**src/rtl/uart_receiver.sv**
```systemverilog
// uart_receiver: oversampling asynchronous-serial receiver with a level/acknowledge word handoff.
// Build option UART_BREAK_DETECT_EN enables line-break reporting; without it break_o is tied 0.
module uart_receiver (
    input  logic        clk_i,
    input  logic        rst_ni,
    input  logic        rx_i,
    input  logic [1:0]  dataBits_i,
    input  logic        hasParity_i,
    input  logic [1:0]  parityMode_i,
    input  logic        extraStopBit_i,
    input  logic [23:0] clockDivisor_i,
    input  logic        receiveReq_i,
    output logic [8:0]  dataOut_o,
    output logic        dataReceived_o,
    output logic        parityError_o,
    output logic        overflow_o,
    output logic        break_o
);
    typedef enum logic [2:0] {IDLE, START, DATA, PARITY, STOP, WAIT_IDLE} state_e;

    state_e      state_q;
    logic        rx_meta_q, rx_sync_q, rx_prev_q;
    logic [23:0] div_q, timer_q;
    logic [2:0]  last_bit_q, bit_q;
    logic        has_par_q, two_stop_q, stop2_q;
    logic [1:0]  par_mode_q;
    logic [7:0]  data_q;
    logic        par_q;
    logic [8:0]  dout_q;
    logic        rcv_q, perr_q, ovf_q;
`ifdef UART_BREAK_DETECT_EN
    logic        brk_q, any_one_q;
`endif

    logic        sample, exp_par;
    logic [23:0] div_eff;

    assign div_eff = (clockDivisor_i < 24'd2) ? 24'd2 : clockDivisor_i;
    // Start bit is checked at mid-bit; every later bit one full period after the previous sample.
    assign sample = (state_q == START) ? (timer_q == {1'b0, div_q[23:1]} - 24'd1)
                                       : (timer_q == div_q - 24'd1);

    always_comb begin
        exp_par = 1'b0;
        case (par_mode_q)
            2'b01:   exp_par = ^data_q;
            2'b10:   exp_par = ~^data_q;
            2'b11:   exp_par = 1'b1;
            default: exp_par = 1'b0;
        endcase
    end

    always_ff @(posedge clk_i or negedge rst_ni) begin
        if (!rst_ni) begin
            state_q    <= IDLE;
            rx_meta_q  <= 1'b1;
            rx_sync_q  <= 1'b1;
            rx_prev_q  <= 1'b1;
            div_q      <= 24'd2;
            timer_q    <= '0;
            last_bit_q <= '0;
            bit_q      <= '0;
            has_par_q  <= 1'b0;
            two_stop_q <= 1'b0;
            stop2_q    <= 1'b0;
            par_mode_q <= '0;
            data_q     <= '0;
            par_q      <= 1'b0;
            dout_q     <= '0;
            rcv_q      <= 1'b0;
            perr_q     <= 1'b0;
            ovf_q      <= 1'b0;
`ifdef UART_BREAK_DETECT_EN
            brk_q      <= 1'b0;
            any_one_q  <= 1'b0;
`endif
        end else begin
            rx_meta_q <= rx_i;
            rx_sync_q <= rx_meta_q;
            rx_prev_q <= rx_sync_q;
            timer_q   <= timer_q + 24'd1;
            if (receiveReq_i && rcv_q) begin
                rcv_q  <= 1'b0;
                ovf_q  <= 1'b0;
                perr_q <= 1'b0;
            end
            unique case (state_q)
                IDLE: if (rx_prev_q && !rx_sync_q) begin
                    state_q    <= START;
                    timer_q    <= '0;
                    div_q      <= div_eff;
                    last_bit_q <= 3'(dataBits_i) + 3'd4;
                    has_par_q  <= hasParity_i;
                    par_mode_q <= parityMode_i;
                    two_stop_q <= extraStopBit_i;
                    data_q     <= '0;
                    par_q      <= 1'b0;
                    bit_q      <= '0;
                    stop2_q    <= 1'b0;
`ifdef UART_BREAK_DETECT_EN
                    any_one_q  <= 1'b0;
`endif
                end
                START: if (sample) begin
                    timer_q <= '0;
                    state_q <= rx_sync_q ? IDLE : DATA;
                end
                DATA: if (sample) begin
                    timer_q       <= '0;
                    data_q[bit_q] <= rx_sync_q;
                    bit_q         <= bit_q + 3'd1;
`ifdef UART_BREAK_DETECT_EN
                    if (rx_sync_q) any_one_q <= 1'b1;
`endif
                    if (bit_q == last_bit_q) state_q <= has_par_q ? PARITY : STOP;
                end
                PARITY: if (sample) begin
                    timer_q <= '0;
                    par_q   <= rx_sync_q;
                    state_q <= STOP;
`ifdef UART_BREAK_DETECT_EN
                    if (rx_sync_q) any_one_q <= 1'b1;
`endif
                end
                STOP: if (sample) begin
                    timer_q <= '0;
                    if (!rx_sync_q) begin
                        // Framing error: frame dropped, held word left untouched.
                        state_q <= WAIT_IDLE;
`ifdef UART_BREAK_DETECT_EN
                        if (!any_one_q) brk_q <= 1'b1;
`endif
                    end else if (two_stop_q && !stop2_q) begin
                        stop2_q <= 1'b1;
                    end else begin
                        state_q <= IDLE;
                        dout_q  <= {par_q, data_q};
                        perr_q  <= has_par_q && (par_q != exp_par);
                        rcv_q   <= 1'b1;
                        ovf_q   <= !receiveReq_i && (ovf_q || rcv_q);
                    end
                end
                WAIT_IDLE: if (rx_sync_q) begin
                    state_q <= IDLE;
`ifdef UART_BREAK_DETECT_EN
                    brk_q   <= 1'b0;
`endif
                end
                default: state_q <= IDLE;
            endcase
        end
    end

    assign dataOut_o      = dout_q;
    assign dataReceived_o = rcv_q;
    assign parityError_o  = perr_q;
    assign overflow_o     = ovf_q;
`ifdef UART_BREAK_DETECT_EN
    assign break_o        = brk_q;
`else
    assign break_o        = 1'b0;
`endif

endmodule

```
**config.mk**
```make
export PLATFORM = sky130hd
export DESIGN_NAME = uart_receiver
export DESIGN_NICKNAME = d
export VERILOG_FILES = /design/src/rtl/uart_receiver.sv
export SDC_FILE = /design/constraint.sdc
export NUM_CORES = 1
export LEC_CHECK = 0
export BUFFER_PORTS_ARGS = -buffer_cell sky130_fd_sc_hd__buf_2
export CORE_UTILIZATION = 40
export CTS_CLUSTER_SIZE = 20
export DETAILED_ROUTE_END_ITERATION = 10
export GPL_TIMING_DRIVEN = 0
export REMOVE_ABC_BUFFERS = 1
export SKIP_LAST_GASP = 1
export SYNTH_ARGS = -nofsm -noshare
export SYNTH_HDL_FRONTEND = slang
export SYNTH_SLANG_ARGS = --single-unit
```
**constraint.sdc**
```tcl
create_clock -name clk_i -period 10.6 [get_ports clk_i]
set_input_delay 2.12 -clock clk_i [delete_from_list [all_inputs] [get_ports clk_i]]
set_output_delay 2.12 -clock clk_i [all_outputs]
set_load 0.02 [all_outputs]
```
### Word level (Yosys, flattened, before mapping)

Index checks and enable logic that the tools add are counted.

* output and inout bits: 13
* word-level logic and storage cells: 121
* memory bits (writable): 0
* bits of input ports: 34
* memory bits (read-only): 0
* register bits after elaboration: 86
* memories kept: 0
* bits in latches: 0

* eq/ne operators: 22
* divide/modulo/power cells: 0
* shifts and indexed selects: 0
* $add $sub $neg: 5
* $lt $le $gt $ge: 3
* muxes and demuxes: 49
* multiply operators: 0
* reduce and logical (&&, ||, !) cells: 23
* bitwise logic cells: 1

Operator list (count)
* two-way mux 24 bit: 3
* == test 24 bit: 2
* one-hot mux 24 bit (2 select lines): 1
* two-way mux 3 bit: 12
* adder 24 x 1 -> 24 bit, second input constant: 1
* < comparator 24 x 2 -> 1 bit, second input constant: 1
* subtractor 23 x 1 -> 24 bit, second input constant: 1
* subtractor 24 x 1 -> 24 bit, second input constant: 1
* two-way mux 1 bit: 22
* inequality test 2 bit, second input constant: 9
* one-hot mux 3 bit (6 select lines): 1
* two-way mux 8 bit: 2
* one-hot mux 8 bit (2 select lines): 1
* bitwise mux 8 bit: 1
* AND reduction 8 bit: 1
* XNOR reduction 8 bit: 1
* XOR reduction 8 bit: 1
* == test 3 x 2 -> 1 bit, second input constant: 2
* == test 3 bit, second input constant: 2
* logical AND 1 bit: 6
* one-hot mux 3 bit (2 select lines): 1
* AND reduction 3 bit: 2
* nonzero test 2 bit: 3
* AND reduction 5 bit: 1
* 21 further kinds: 25

### Logic depth before layout (Yosys ltp)

* word-level depth: 8
* depth in mapped cells: 16

### Worst setup path after synthesis

No wires, ideal clock.

* path type: flip-flop to flip-flop
* start point: register state_q[2]
* end point: register dout_q[2], in the netlist dataOut_o[2]
* required time: 10475 ps
* cell stages (with the launch flop): 15
* period minus slack after synthesis: 4301 ps
* setup slack: 6299 ps
* setup time: 125 ps
* data arrival time: 4176 ps
* cells stage by stage: dfrtp_1 buf_2 nor3b_4 buf_2 mux2i_1 ha_1 or4b_1 xor2_1 o31ai_1 xor2_1 or4b_1 nor4_2 nand4_2 buf_4 mux2_4

* cells in the longest elaborated chain, start to end: 3
* elaborated cells on any way between the ends: 4
* classes of those cells: eq/ne (2); mux (1); reduce/logical (1)

Ends and longest elaborated chain
* from (decl): line 21 `state_e state_q;`
* from (signal assigned): line 106 `state_q <= rx_sync_q ? IDLE : DATA;`
* from (signal assigned): line 115 `if (bit_q == last_bit_q) state_q <= has_par_q ? PARITY : STOP;`
* == test 3 x 1 -> 1 bit: line 40 `assign sample = (state_q == START) ? (timer_q == {1'b0, div_q[23:1]} - 24'd1)`
* two-way mux 1 bit: line 40
* AND reduction 4 bit (no line) (*)
* to (signal assigned): line 137 `dout_q <= {par_q, data_q};`
* to (decl): line 29 `logic [8:0] dout_q;`

Every way passes the cells marked *; elsewhere a longest branch is shown, timed or not.
A chain may end at the register's enable or synchronous reset.

### Final worst setup path

* start point: register state_q[0]
* end point: register dout_q[1], in the netlist dataOut_o[1]

The elaborated chain is that of the path after synthesis.

==> out/results.ini <==
[logic_synthesis]
ys_ff_latch = 86
postSynthCellCount = 634
ys_seq_area_share_pct = 36.6
synthFlopType = dfrtp_1
ys_async_sr_fraction_pct = 100
netlist_area_um2 = 5890
yosys_warnings = 0
syn_avg_cell_area_um2 = 9.29
synth_edf_count = 0
ys_types = 74

[worst_setup_path]
worst_ep_required_time_ns = 10.84
start_kind = register
critical_path_class = reg2reg
cp.arrival_ns = 5.79
worstPathMaxFanout = 24
cp-end-kind = register

[clocking]
clockRootBuffer = clkbuf_16
cts_sinks = 86
clk_path_buf_depth = 2
htreeDepth = 3
cts_resized = 0
postCtsSetupBuffers = 0
clkLatencyLatePin_ns = 0.36
cts_tree = yes
clk_pin_slew_ns = 0.07
numCtsBuffers = 9
ctsHoldBuffers = 0

[floorplan]
dieArea_um2 = 15200
die_width_um = 123
die_h_um = 123
io_pins = 47
row_count = 43
coreArea_um2 = 14100
initial_core_util_pct = 41.6

[drt]
drtPass1Iterations = 5
routedWlPerCell_um = 18.0
via_per_inst = 5.97
remaining_drc_errors = 0
drtIter0Drc = 348
dr_total_vias = 4976
wl_um = 15000
drtAntennaViolNets = 0

[sta]
setup_tns_ns = 0
finClkSkew_ns = 0.00818
rsz0062_at_grt = false
setup_viol = 0
slew_headroom_pct = 28.6
period_needed_ns = 5.55
max_slew.worst_pin.slew_ns = 1.07
max_freq_mhz = 180
fin_crit_sh_pct = 52.3
hold_viol_final = 0
timing.final.max_slew_violations = 0
whs_ns = 0.356

[pwr]
power_density_nw_per_um2 = 237
ir_worst_vdd_uv = 155
p_leak_nw = 2.77

[global_routing]
grt_use_total_pct = 21.4
grt_overflow = 0
antenna_found_initial = 0
grt_pass1_vias = 4848
grt_pass1_wl_um = 24700
grt_max_degree = 48

[final_layout]
final_common_cell = dfrtp_1
final_cell_mix = 82 x dfrtp_1, 51 x nand2_1, 44 x buf_2, 37 x xnor2_1, 32 x nor2_1
postLayoutCellArea_um2 = 6550
seq_area_um2 = 2160
multiInputGateArea_um2 = 3470
area_growth_syn_to_layout_pct = 11.2
final_cells = 833
diodes = 0
drive_gt1_share_pct = 18.4
fill_cells = 1337
finalNetCount = 685

[placement]
dp.cells = 817
place_congestion = 0.897
dpl-instance-area_um2 = 6220
io_buffer_count = 45
dp_hpwl_um = 10900

[flow_run]
drv_cap = 0

[status]
status = completed

[min_path]
min_path_type = reg2reg

## per-layer routing
metal  routed length, um  share of wire [%]  global-route usage, %
met2                6710                 45                   33.1
met1                6920                 46                   28.6
met3                 888                5.9                   4.24
met4                 473                3.2                   9.64
met5                   0                  0                      0
## per-stage QoR
step                util (%)  worst slack (ns)  power, mW
floorplan                  -              5.55       1.00
global placement        43.3              3.89       1.16
detailed placement      44.0              5.06       1.20
CTS                     46.3              5.03       1.56
global route            46.3              4.56       1.67
finish                  46.3              5.05       1.56
## flip-flops by register name, indices dropped and copies added, names as in the netlist
name / cells
two_stop_q: 1
rx_sync_q: 1
dataReceived_o: 1
rx_meta_q: 1
rx_prev_q: 1
last_bit_q: 3
state_q: 3
data_q: 8
overflow_o: 1
stop2_q: 1
has_par_q: 1
par_mode_q: 2
parityError_o: 1
bit_q: 3
div_q: 24
par_q: 1
timer_q: 24
dataOut_o: 9
## synthesized netlist by cell type (all sizes together) (12+ instances only)
cell | instances | area, um2
nand3 | 27 | 135
nor4 | 20 | 131
a21oi | 21 | 105
inv | 15 | 56.3
dfrtp | 82 | 2050
o21a | 22 | 165
buf | 14 | 87.6
clkbuf | 33 | 125
nor2 | 32 | 120
mux2i | 22 | 220
nor3 | 23 | 126
or4 | 12 | 97.6
nand2b | 12 | 75.1
xnor2 | 37 | 324
nand2 | 51 | 191
o21ai | 15 | 75.1
xor2 | 16 | 140
mux2 | 40 | 469
## critical path: stages (launching register included)
cell and delay (ns):
dfrtp_1 0.80, nor3b_4 0.56, buf_8 0.24, buf_8 0.17, mux2i_1 0.29, ha_1 0.31, or4b_1 0.52, a211oi_1 0.50
a32oi_1 0.20, a211oi_1 0.28, xnor2_1 0.12, nor4_1 0.41, nand4_2 0.52, mux2_1 0.50
## area by class of cell
class                           count  area share, %
Clock inverter                      7           1.59
Clock buffer                        9           3.44
Timing Repair Buffer               50           4.70
Inverter                           15          0.860
Multi-Input combinational cell    486           53.0
Sequential cell                    86           32.9
Tap cell                          180           3.44
## final timing paths
check	endpoint	from	slack, ns	cells after the start
hold / removal	rx_sync_q$_DFF_PN1_	rx_meta_q$_DFF_PN1_	0.36	0
setup reg to reg	dataOut_o[1]$_DFFE_PN0P_	state_q[0]$_DFFE_PN0P_	5.05	13
max in group asynchronous	div_q[17]$_DFFE_PN0P_	rst_ni	8.20	2
min in group asynchronous	timer_q[0]$_DFF_PN0_	rst_ni	1.74	1
hold reg to reg	rx_sync_q$_DFF_PN1_	rx_meta_q$_DFF_PN1_	0.36	0
setup / recovery	dataOut_o[1]$_DFFE_PN0P_	state_q[0]$_DFFE_PN0P_	5.05	13
## kinds of logic after synthesis
| group | Yosys count | synth area share (%) |
|---|---|---|
| flops | 86 | 36.6 |
| other cells | 1 | 0.0636 |
| compound gates | 118 | 14.2 |
| fa+ha+maj | 3 | 0.637 |
| simple gates | 249 | 24.3 |
| mux | 62 | 11.7 |
| buf+inv | 62 | 4.57 |
| xor+xnor | 53 | 7.88 |
## report_power, final
| group | switching [mW] | internal [mW] | total [mW] |
|---|---|---|---|
| clock | 0.141 | 0.210 | 0.351 |
| combinational | 0.315 | 0.294 | 0.610 |
| sequential | 0.188 | 0.407 | 0.595 |
Note: power is estimated with default switching activity, not from simulation.
